$ cat config.mk
export PLATFORM = sky130hd
export DESIGN_NAME = barcode_check_serializer
export DESIGN_NICKNAME = d
export VERILOG_FILES = /design/src/rtl/barcode_check_serializer.sv
export SDC_FILE = /design/constraint.sdc
export NUM_CORES = 1
export LEC_CHECK = 0
export ABC_AREA = 0
export BUFFER_PORTS_ARGS = -buffer_cell sky130_fd_sc_hd__buf_2
export CORE_ASPECT_RATIO = 0.5
export CORE_MARGIN = 2
export CORE_UTILIZATION = 45
export CTS_BUF_LIST = sky130_fd_sc_hd__clkbuf_16
export CTS_CLUSTER_DIAMETER = 50
export DETAILED_ROUTE_END_ITERATION = 8
export SYNTH_ARGS = -nofsm -noshare
export SYNTH_HDL_FRONTEND = slang
export SYNTH_SLANG_ARGS = --single-unit
$ cat constraint.sdc
create_clock -name clk -period 2.9 [get_ports clk]
set_input_delay 0.29 -clock clk [delete_from_list [all_inputs] [get_ports clk]]
set_output_delay 0.29 -clock clk [all_outputs]
set_load 0.01 [all_outputs]
$ cat src/rtl/barcode_check_serializer.sv
// Computes the parity bit and mod-10 check digit over ID_SUM plus a BCD price,
// then serialises the barcode frame (start, digits, check, parity, stop) one bit per clock.
module barcode_check_serializer #(
  parameter int NUM_DIGITS = 2,
  parameter int ID_SUM     = 54
) (
  input  logic                    clk,
  input  logic                    resetN,
  input  logic                    start,
  input  logic [4*NUM_DIGITS-1:0] valueBcd,
  output logic                    busy,
  output logic                    barOut,
  output logic                    barValid,
  output logic                    parityBit,
  output logic [3:0]              checkDigit,
  output logic                    done,
  output logic                    err
);

  localparam int VW    = 4 * NUM_DIGITS;
  localparam int FRAME = VW + 11;
  localparam int CW    = $clog2(FRAME + 1);
  localparam int IW    = $clog2(NUM_DIGITS + 1);
  localparam logic [4:0] ID_MOD10 = 5'(ID_SUM % 10);
  localparam logic       ID_PAR   = 1'(ID_SUM % 2);

  typedef enum logic [1:0] {IDLE = 2'd0, SUM = 2'd1, EMIT = 2'd2, DONE = 2'd3} state_t;

  function automatic logic [4:0] mod10_add(input logic [4:0] acc, input logic [3:0] d);
    logic [4:0] s;
    s = acc + {1'b0, d};
    return (s >= 5'd10) ? (s - 5'd10) : s;
  endfunction

  function automatic logic [3:0] check_of(input logic [4:0] acc);
    logic [4:0] diff;
    diff = 5'd10 - acc;
    return (acc == 5'd0) ? 4'd0 : diff[3:0];
  endfunction

  state_t          state_r, state_s;
  logic [VW-1:0]   shreg_r, shreg_s;
  logic [IW-1:0]   idx_r, idx_s;
  logic [4:0]      acc_r, acc_s;
  logic            par_r, par_s;
  logic [CW-1:0]   cnt_r, cnt_s;
  logic            busy_s, bar_out_s, bar_valid_s, parity_s, done_s, err_s;
  logic [3:0]      check_s;
  logic [3:0]      digit_s;
  logic [FRAME-1:0] frame_s;
  logic [CW-1:0]   bit_idx_s;

  // The shift register is rotated during SUM, so after NUM_DIGITS steps it holds the price again.
  assign digit_s   = shreg_r[VW-1 -: 4];
  assign frame_s   = {3'b101, shreg_r, checkDigit, parityBit, 3'b101};
  assign bit_idx_s = CW'(FRAME - 1) - cnt_r;

  // Next-state and next-output logic.
  always_comb begin
    state_s     = state_r;
    shreg_s     = shreg_r;
    idx_s       = idx_r;
    acc_s       = acc_r;
    par_s       = par_r;
    cnt_s       = cnt_r;
    busy_s      = busy;
    bar_out_s   = barOut;
    bar_valid_s = barValid;
    parity_s    = parityBit;
    check_s     = checkDigit;
    done_s      = 1'b0;
    err_s       = 1'b0;
    case (state_r)
      IDLE: begin
        if (start) begin
          shreg_s = valueBcd;
          idx_s   = {IW{1'b0}};
          acc_s   = ID_MOD10;
          par_s   = ID_PAR;
          busy_s  = 1'b1;
          state_s = SUM;
        end else begin
          busy_s  = 1'b0;
        end
      end
      SUM: begin
        if (idx_r == IW'(NUM_DIGITS)) begin
          parity_s    = par_r;
          check_s     = check_of(acc_r);
          bar_out_s   = 1'b1;
          bar_valid_s = 1'b1;
          cnt_s       = CW'(1);
          state_s     = EMIT;
        end else if (digit_s > 4'd9) begin
          err_s   = 1'b1;
          busy_s  = 1'b0;
          state_s = IDLE;
        end else begin
          acc_s   = mod10_add(acc_r, digit_s);
          par_s   = par_r ^ digit_s[0];
          shreg_s = (shreg_r << 4) | (shreg_r >> (VW - 4));
          idx_s   = idx_r + IW'(1);
        end
      end
      EMIT: begin
        if (cnt_r == CW'(FRAME)) begin
          bar_out_s   = 1'b0;
          bar_valid_s = 1'b0;
          done_s      = 1'b1;
          state_s     = DONE;
        end else begin
          bar_out_s   = frame_s[bit_idx_s];
          cnt_s       = cnt_r + CW'(1);
        end
      end
      DONE: begin
        busy_s  = 1'b0;
        state_s = IDLE;
      end
      default: begin
        busy_s      = 1'b0;
        bar_out_s   = 1'b0;
        bar_valid_s = 1'b0;
        state_s     = IDLE;
      end
    endcase
  end

  // State, datapath and output registers.
  always_ff @(posedge clk or negedge resetN) begin
    if (!resetN) begin
      state_r    <= IDLE;
      shreg_r    <= {VW{1'b0}};
      idx_r      <= {IW{1'b0}};
      acc_r      <= 5'd0;
      par_r      <= 1'b0;
      cnt_r      <= {CW{1'b0}};
      busy       <= 1'b0;
      barOut     <= 1'b0;
      barValid   <= 1'b0;
      parityBit  <= 1'b0;
      checkDigit <= 4'd0;
      done       <= 1'b0;
      err        <= 1'b0;
    end else begin
      state_r    <= state_s;
      shreg_r    <= shreg_s;
      idx_r      <= idx_s;
      acc_r      <= acc_s;
      par_r      <= par_s;
      cnt_r      <= cnt_s;
      busy       <= busy_s;
      barOut     <= bar_out_s;
      barValid   <= bar_valid_s;
      parityBit  <= parity_s;
      checkDigit <= check_s;
      done       <= done_s;
      err        <= err_s;
    end
  end

endmodule

==> results of run 1 <==
## cell usage in the layout, fill, tap and decap left out, types with 3 or more instances in the layout
cell / count
clkbuf_16: 5
xor2_1: 4
a31oi_1: 3
o22ai_1: 8
inv_1: 11
nand2b_1: 4
o21ai_0: 9
nand2_1: 18
nor2_1: 17
xnor2_1: 5
nand3_1: 4
a22o_1: 3
a21oi_1: 18
dfrtp_1: 33
nor2b_1: 3
mux2i_1: 4
ha_1: 11
buf_2: 20
## power by group
group / leakage (nW) / total, W / switching (W) / internal, W
combinational: 0.555 / 0.00140 / 0.000781 / 0.000620
clock: 0.0748 / 0.000501 / 0.000190 / 0.000311
sequential: 0.412 / 0.000804 / 0.000180 / 0.000625
## sequential cells by signal, summed over array words and instances (netlist names), 2 cells and up, named ones only
name and flops:
cnt_r 5, idx_r 2, acc_r 5, checkDigit 4
shreg_r 8
## routing by layer
layer,vias to the layer above,routed length [um]
met2,28,1890
li1,764,-
met5,-,0
met1,772,2080
met4,0,63
met3,5,186
## cells by family (layout without fill, tap and decap cells)
family / count (synthesis) / in the layout / synth area share
xor gates and xnor gates: 10 / 10 / 0.0475
adders and majority gates: 12 / 12 / 0.0788
and+or+nand+nor: 59 / 59 / 0.146
DFF: 33 / 33 / 0.413
buffers and inverters: 18 / 40 / 0.0582
muxes: 9 / 9 / 0.0632
AOI/OAI and AO/OA: 59 / 59 / 0.194
## cell usage after synthesis, types with 3 or more instances
master / instances / area share
clkbuf_1: 3 / 0.0056
a22o_1: 3 / 0.013
mux2i_1: 4 / 0.020
nor2b_1: 3 / 0.0094
nand2_1: 18 / 0.034
inv_1: 10 / 0.019
xor2_1: 4 / 0.018
xnor2_1: 5 / 0.022
nand3_1: 4 / 0.010
a21oi_1: 18 / 0.045
nand2b_1: 4 / 0.013
nor2_1: 17 / 0.032
o21ai_0: 9 / 0.023
dfrtp_1: 33 / 0.41
a31oi_1: 3 / 0.0094
ha_1: 11 / 0.069
o22ai_1: 8 / 0.025
## path summary, 6_finish.rpt
kind / start / end / slack (ns) / depth (start not counted)
worst max-delay path: shreg_r[4]$_DFFE_PN0P_ / acc_r[2]$_DFFE_PN0P_ / 0.41 / 9
worst min-delay path: resetN / acc_r[2]$_DFFE_PN0P_ / 0.07 / 1
worst max register to register: shreg_r[4]$_DFFE_PN0P_ / acc_r[2]$_DFFE_PN0P_ / 0.41 / 9
worst min register to register: par_r$_DFFE_PN0P_ / par_r$_DFFE_PN0P_ / 0.47 / 1
max in group asynchronous: resetN / cnt_r[2]$_DFFE_PN0P_ / 2.36 / 1
min in group clk: valueBcd[3] / shreg_r[3]$_DFFE_PN0P_ / 0.26 / 3
## area by class of cell
| type | count | area share |
|---|---|---|
| clock buffers | 5 | 0.0557 |
| clock inverters | 3 | 0.00612 |
| inverters | 10 | 0.0167 |
| multi-input cells | 149 | 0.471 |
| flip-flops and latches | 33 | 0.367 |
| well taps | 57 | 0.0317 |
| repair buffers | 22 | 0.0512 |
## critical path: stages (launching register included)
cell	delay (ns)
dfrtp_1	0.43
ha_1	0.25
fa_1	0.41
xnor2_1	0.32
ha_1	0.28
inv_1	0.05
a31oi_1	0.20
o32ai_2	0.13
mux2i_1	0.14
o22a_1	0.17
## through the flow
step           worst slack [ns]  instances
6_report                  0.406        279
5_1_grt                   0.222        279
4_1_cts                   0.431        279
3_5_place_dp              0.422        271
3_3_place_gp              0.537        271
2_1_floorplan             0.650        200
==> impl_metrics.ini, run 1 <==
[clock_network]
postCtsSetupBuffers = 0
cts_sinks = 33
clockBufferDepth = 2
cts_tree = yes
clk_pin_slew_ns = 0.05
cts_resized = 0
clk_latency_ns = 0.28
numCtsBuffers = 5
cts_hold_buffers = 0
htree_levels = 2
cts-root-buf = clkbuf_16

[cells_and_area]
area_growth_pct = 12.3
diodes = 0
final_core_util = 0.518
layout.nets = 244
fillCellCount = 412
drive_gt1_frac = 0.176
seq_area_um2 = 826
design_area_um2 = 2250
multi_input_area_um2 = 1060

[die]
start_util = 0.461
die_area_um2 = 5030
coreArea_um2 = 4340
io_pins = 21
dieHeight_um = 51.2
die_w_um = 98.3
row_count = 17

[global_routing]
grt_pass1_vias = 1498
overflow = 0
grt_max_degree = 34
top_usage_layer = met2
grt_pass1_wl_um = 7310
grt_usage = 0.189
use_met2 = 0.286
grtUsageMet1 = 0.262
grt_antenna_before_repair = 0
met3_usage = 0.0575

[sta]
slew_headroom = 0.484
drv_slew = 0
min_period_over_period = 0.860
setup-violations-final = 0
fmax_mhz = 401
worstMarginPinSlew_ns = 0.771
fin_crit_ns = 2.49
finalSetupTns_ns = 0
hold_ws_ns = 0.0739
rsz0062_at_grt = false
hold_violations = 0
finClkSkew_ns = 0.00434

[route]
final_antenna_net_count = 0
drc = 0
wl_um = 4220
drtIter0Drc = 48
drtPass1Iterations = 4
vias = 1569
vias_per_cell = 5.62
wl_per_cell_um = 15.1

[job]
drv_cap = 0

[worst_setup_path]
critPathCaptureType = register
path_class = reg -> reg
start_kind = register
path_max_fanout = 6
critical_path_required_ns = 3.06
cp.arrival_ns = 2.66

[placed_design]
place_area_um2 = 2110
port_buffers = 20
dp_hpwl_um = 3100
gp_congestion = 0.915

[synthesis]
ys_types = 50
synthCells = 200
synth-seq-area-share = 0.413
synth_edf_count = 0
syn_nets = 223
ys_seq_elements = 33
yosys_warnings = 0
synth_area_um2 = 2000
async_flop_share = 1.00
syn_area_per_cell_um2 = 10.0
synth_flop_cell = dfrtp_1

[power_and_ir_drop]
power.total_w = 0.00271
powerDensity_nw_per_um2 = 1200
vdd_drop_max_mv = 0.668
p_leak_nw = 1.04

[run_status]
status = finished clean

[worst_hold_path]
hold_class = in -> async
Power figures use the tool's default switching activity.
==> inputs of run 2 (changes only) <==
Settings changed: CORE_ASPECT_RATIO 0.5 to default.
==> run 2 against run 1 <==
  * Clock skew increased by 0.0044 ns
  * Largest power group unchanged
  * Critical endpoint unchanged
  * Core utilization shrank 0.28 points
  * Combinational power about the same
  * Total power down 0.24%
  * Clock power decreased by 2%
  * Clock-buffer cell count unchanged
==> impl_metrics.ini, run 2 (synthesis gave the netlist of run 1 again) <==
[worst_setup_path]
max_stage_delay_ns = 0.42
path_class = reg -> reg
rrSetupSlack_ns = 0.45
rr_startpoint = shreg_r[4]$_DFFE_PN0P_
critPathTopFamily = adder cells
start_kind = register
r2r_cells = 9
cp.arrival_ns = 2.61
slowest_stage = dfrtp_1
cp_common_cell = ha_1
path_max_fanout = 6
critPathCaptureType = register
crit_chain = ha_1 -> fa_1 -> xnor2_1 -> ha_1 -> inv_1 -> a31oi_1 -> o32ai_2 -> mux2i_1 -> o22a_1
r2r_end = acc_r[2]$_DFFE_PN0P_
critical_path_required_ns = 3.05
crit_buf_inv = 1

[cells_and_area]
stdcell_count = 272
diodes = 0
design_area_um2 = 2230
drive_gt1_frac = 0.164
area_growth_pct = 11.3
fillCellCount = 412
largest_registers = shreg_r x8, acc_r x5, cnt_r x5
mostFrequentLayoutCell = dfrtp_1
layout.nets = 243
largest_reg_flops = 8
mostFrequentLayoutCells = dfrtp_1 (33), buf_2 (20), nand2_1 (18), a21oi_1 (18), nor2_1 (17)
largest-register = shreg_r

[placed_design]
dpl.cell_count = 265
gp_congestion = 0.834
dp_hpwl_um = 3180
port_buffers = 20
place_area_um2 = 2090

[route]
vias_per_cell = 5.67
final_antenna_net_count = 0
wl_um = 4380
drtIter0Drc = 115
wl_per_cell_um = 16.1
drtPass1Iterations = 4
drc = 0
wl_met1_um = 2060
routed.top_layer = met4
route.met2.wl_um = 2070
dr_wl_met3_um = 206
vias = 1543

[die]
coreArea_um2 = 4320
row_count = 24
die_area_um2 = 4990
io_pins = 21
start_util = 0.463
die_w_um = 70.7
dieHeight_um = 70.7

[global_routing]
grt_max_degree = 34
grt_usage = 0.198
grt_pass1_wl_um = 7670
overflow = 0
grt_antenna_before_repair = 0
grt_pass1_vias = 1624

[clock_network]
htree_levels = 2
cts_resized = 0
cts-root-buf = clkbuf_16
cts_tree = yes
clockBufferDepth = 2
cts_sinks = 33
postCtsSetupBuffers = 0
numCtsBuffers = 5
cts_hold_buffers = 0
clk_pin_slew_ns = 0.05
clk_latency_ns = 0.27

[sta]
slew_headroom = 0.494
min_period_over_period = 0.846
fmax_mhz = 408
finalSetupTns_ns = 0
finClkSkew_ns = 0.00872
fin_crit_ns = 2.45
rsz0062_at_grt = false
worstMarginPinSlew_ns = 0.756
hold_ws_ns = 0.0759
setup-violations-final = 0
hold_violations = 0
drv_slew = 0

[worst_hold_path]
hold_class = in -> async

[power_and_ir_drop]
power.share.switching = 0.429
powerDensity_nw_per_um2 = 1210
p_sw_w = 0.00116
p_seq_frac = 0.307
power.share.clock = 0.182
p_leak_nw = 1.03
intPower_w = 0.00154
vdd_drop_max_mv = 0.580
combinationalPowerShare = 0.511

[job]
drv_cap = 0

[run_status]
status = finished clean
run 2: cell types whose count changed in the layout (fill, tap and decap cells not counted), sizes merged:
cell and change:
buf -1, clkinv -1
run 2: per-layer routing:
metal	vias to the layer above	global-route usage
li1	759	-
met1	736	0.261
met2	44	0.312
met3	4	0.0499
met4	0	0.0797
met5	-	0
run 2: worst reg2reg max path: stages (launching register included):
cell and delay, ns:
dfrtp_1 0.42, ha_1 0.25, fa_1 0.40, xnor2_1 0.33
ha_1 0.28, inv_1 0.06, a31oi_1 0.17, o32ai_2 0.12
mux2i_1 0.14, o22a_1 0.17
run 2: how the worst max path moves through the flow:
stage,from,to,slack (ns),depth (start not counted)
final,shreg_r[4]$_DFFE_PN0P_,acc_r[2]$_DFFE_PN0P_,0.45,9
after global routing,shreg_r[4]$_DFFE_PN0P_,acc_r[2]$_DFFE_PN0P_,0.23,9
after CTS,shreg_r[4]$_DFFE_PN0P_,acc_r[2]$_DFFE_PN0P_,0.46,9
after detailed placement,shreg_r[4]$_DFFE_PN0P_,acc_r[2]$_DFFE_PN0P_,0.48,9
after global placement,shreg_r[4]$_DFFE_PN0P_,acc_r[2]$_DFFE_PN0P_,0.54,9
after floorplan,shreg_r[4]$_DFFE_PN0P_,acc_r[2]$_DFFE_PN0P_,0.65,9
run 2: power by group through the flow:
stage | combinational [W] | sequential, W | clock (W)
4_1_cts | 0.00138 | 0.000828 | 0.000496
2_1_floorplan | 0.00117 | 0.000765 | 0
3_5_place_dp | 0.00137 | 0.000835 | 0
6_report | 0.00138 | 0.000829 | 0.000490
3_3_place_gp | 0.00131 | 0.000825 | 0
5_1_grt | 0.00156 | 0.000857 | 0.000523
run 2: per-stage QoR:
| stage | setup WS (ns) | utilization | total power, W |
|---|---|---|---|
| floorplan | 0.650 | - | 0.00194 |
| global placement | 0.542 | 0.484 | 0.00213 |
| detailed placement | 0.478 | 0.484 | 0.00221 |
| CTS | 0.464 | 0.515 | 0.00270 |
| global route | 0.233 | 0.515 | 0.00294 |
| finish | 0.448 | 0.515 | 0.00270 |
run 2: area by class of cell:
class                           instances  area, um^2  share of cell area
Inverter                               10        37.5              0.0169
Clock inverter                          2        7.51             0.00337
Tap cell                               52        65.1              0.0292
Sequential cell                        33         826               0.371
Multi-Input combinational cell        149        1060               0.475
Clock buffer                            5         125              0.0562
Timing Repair Buffer                   21         108              0.0483
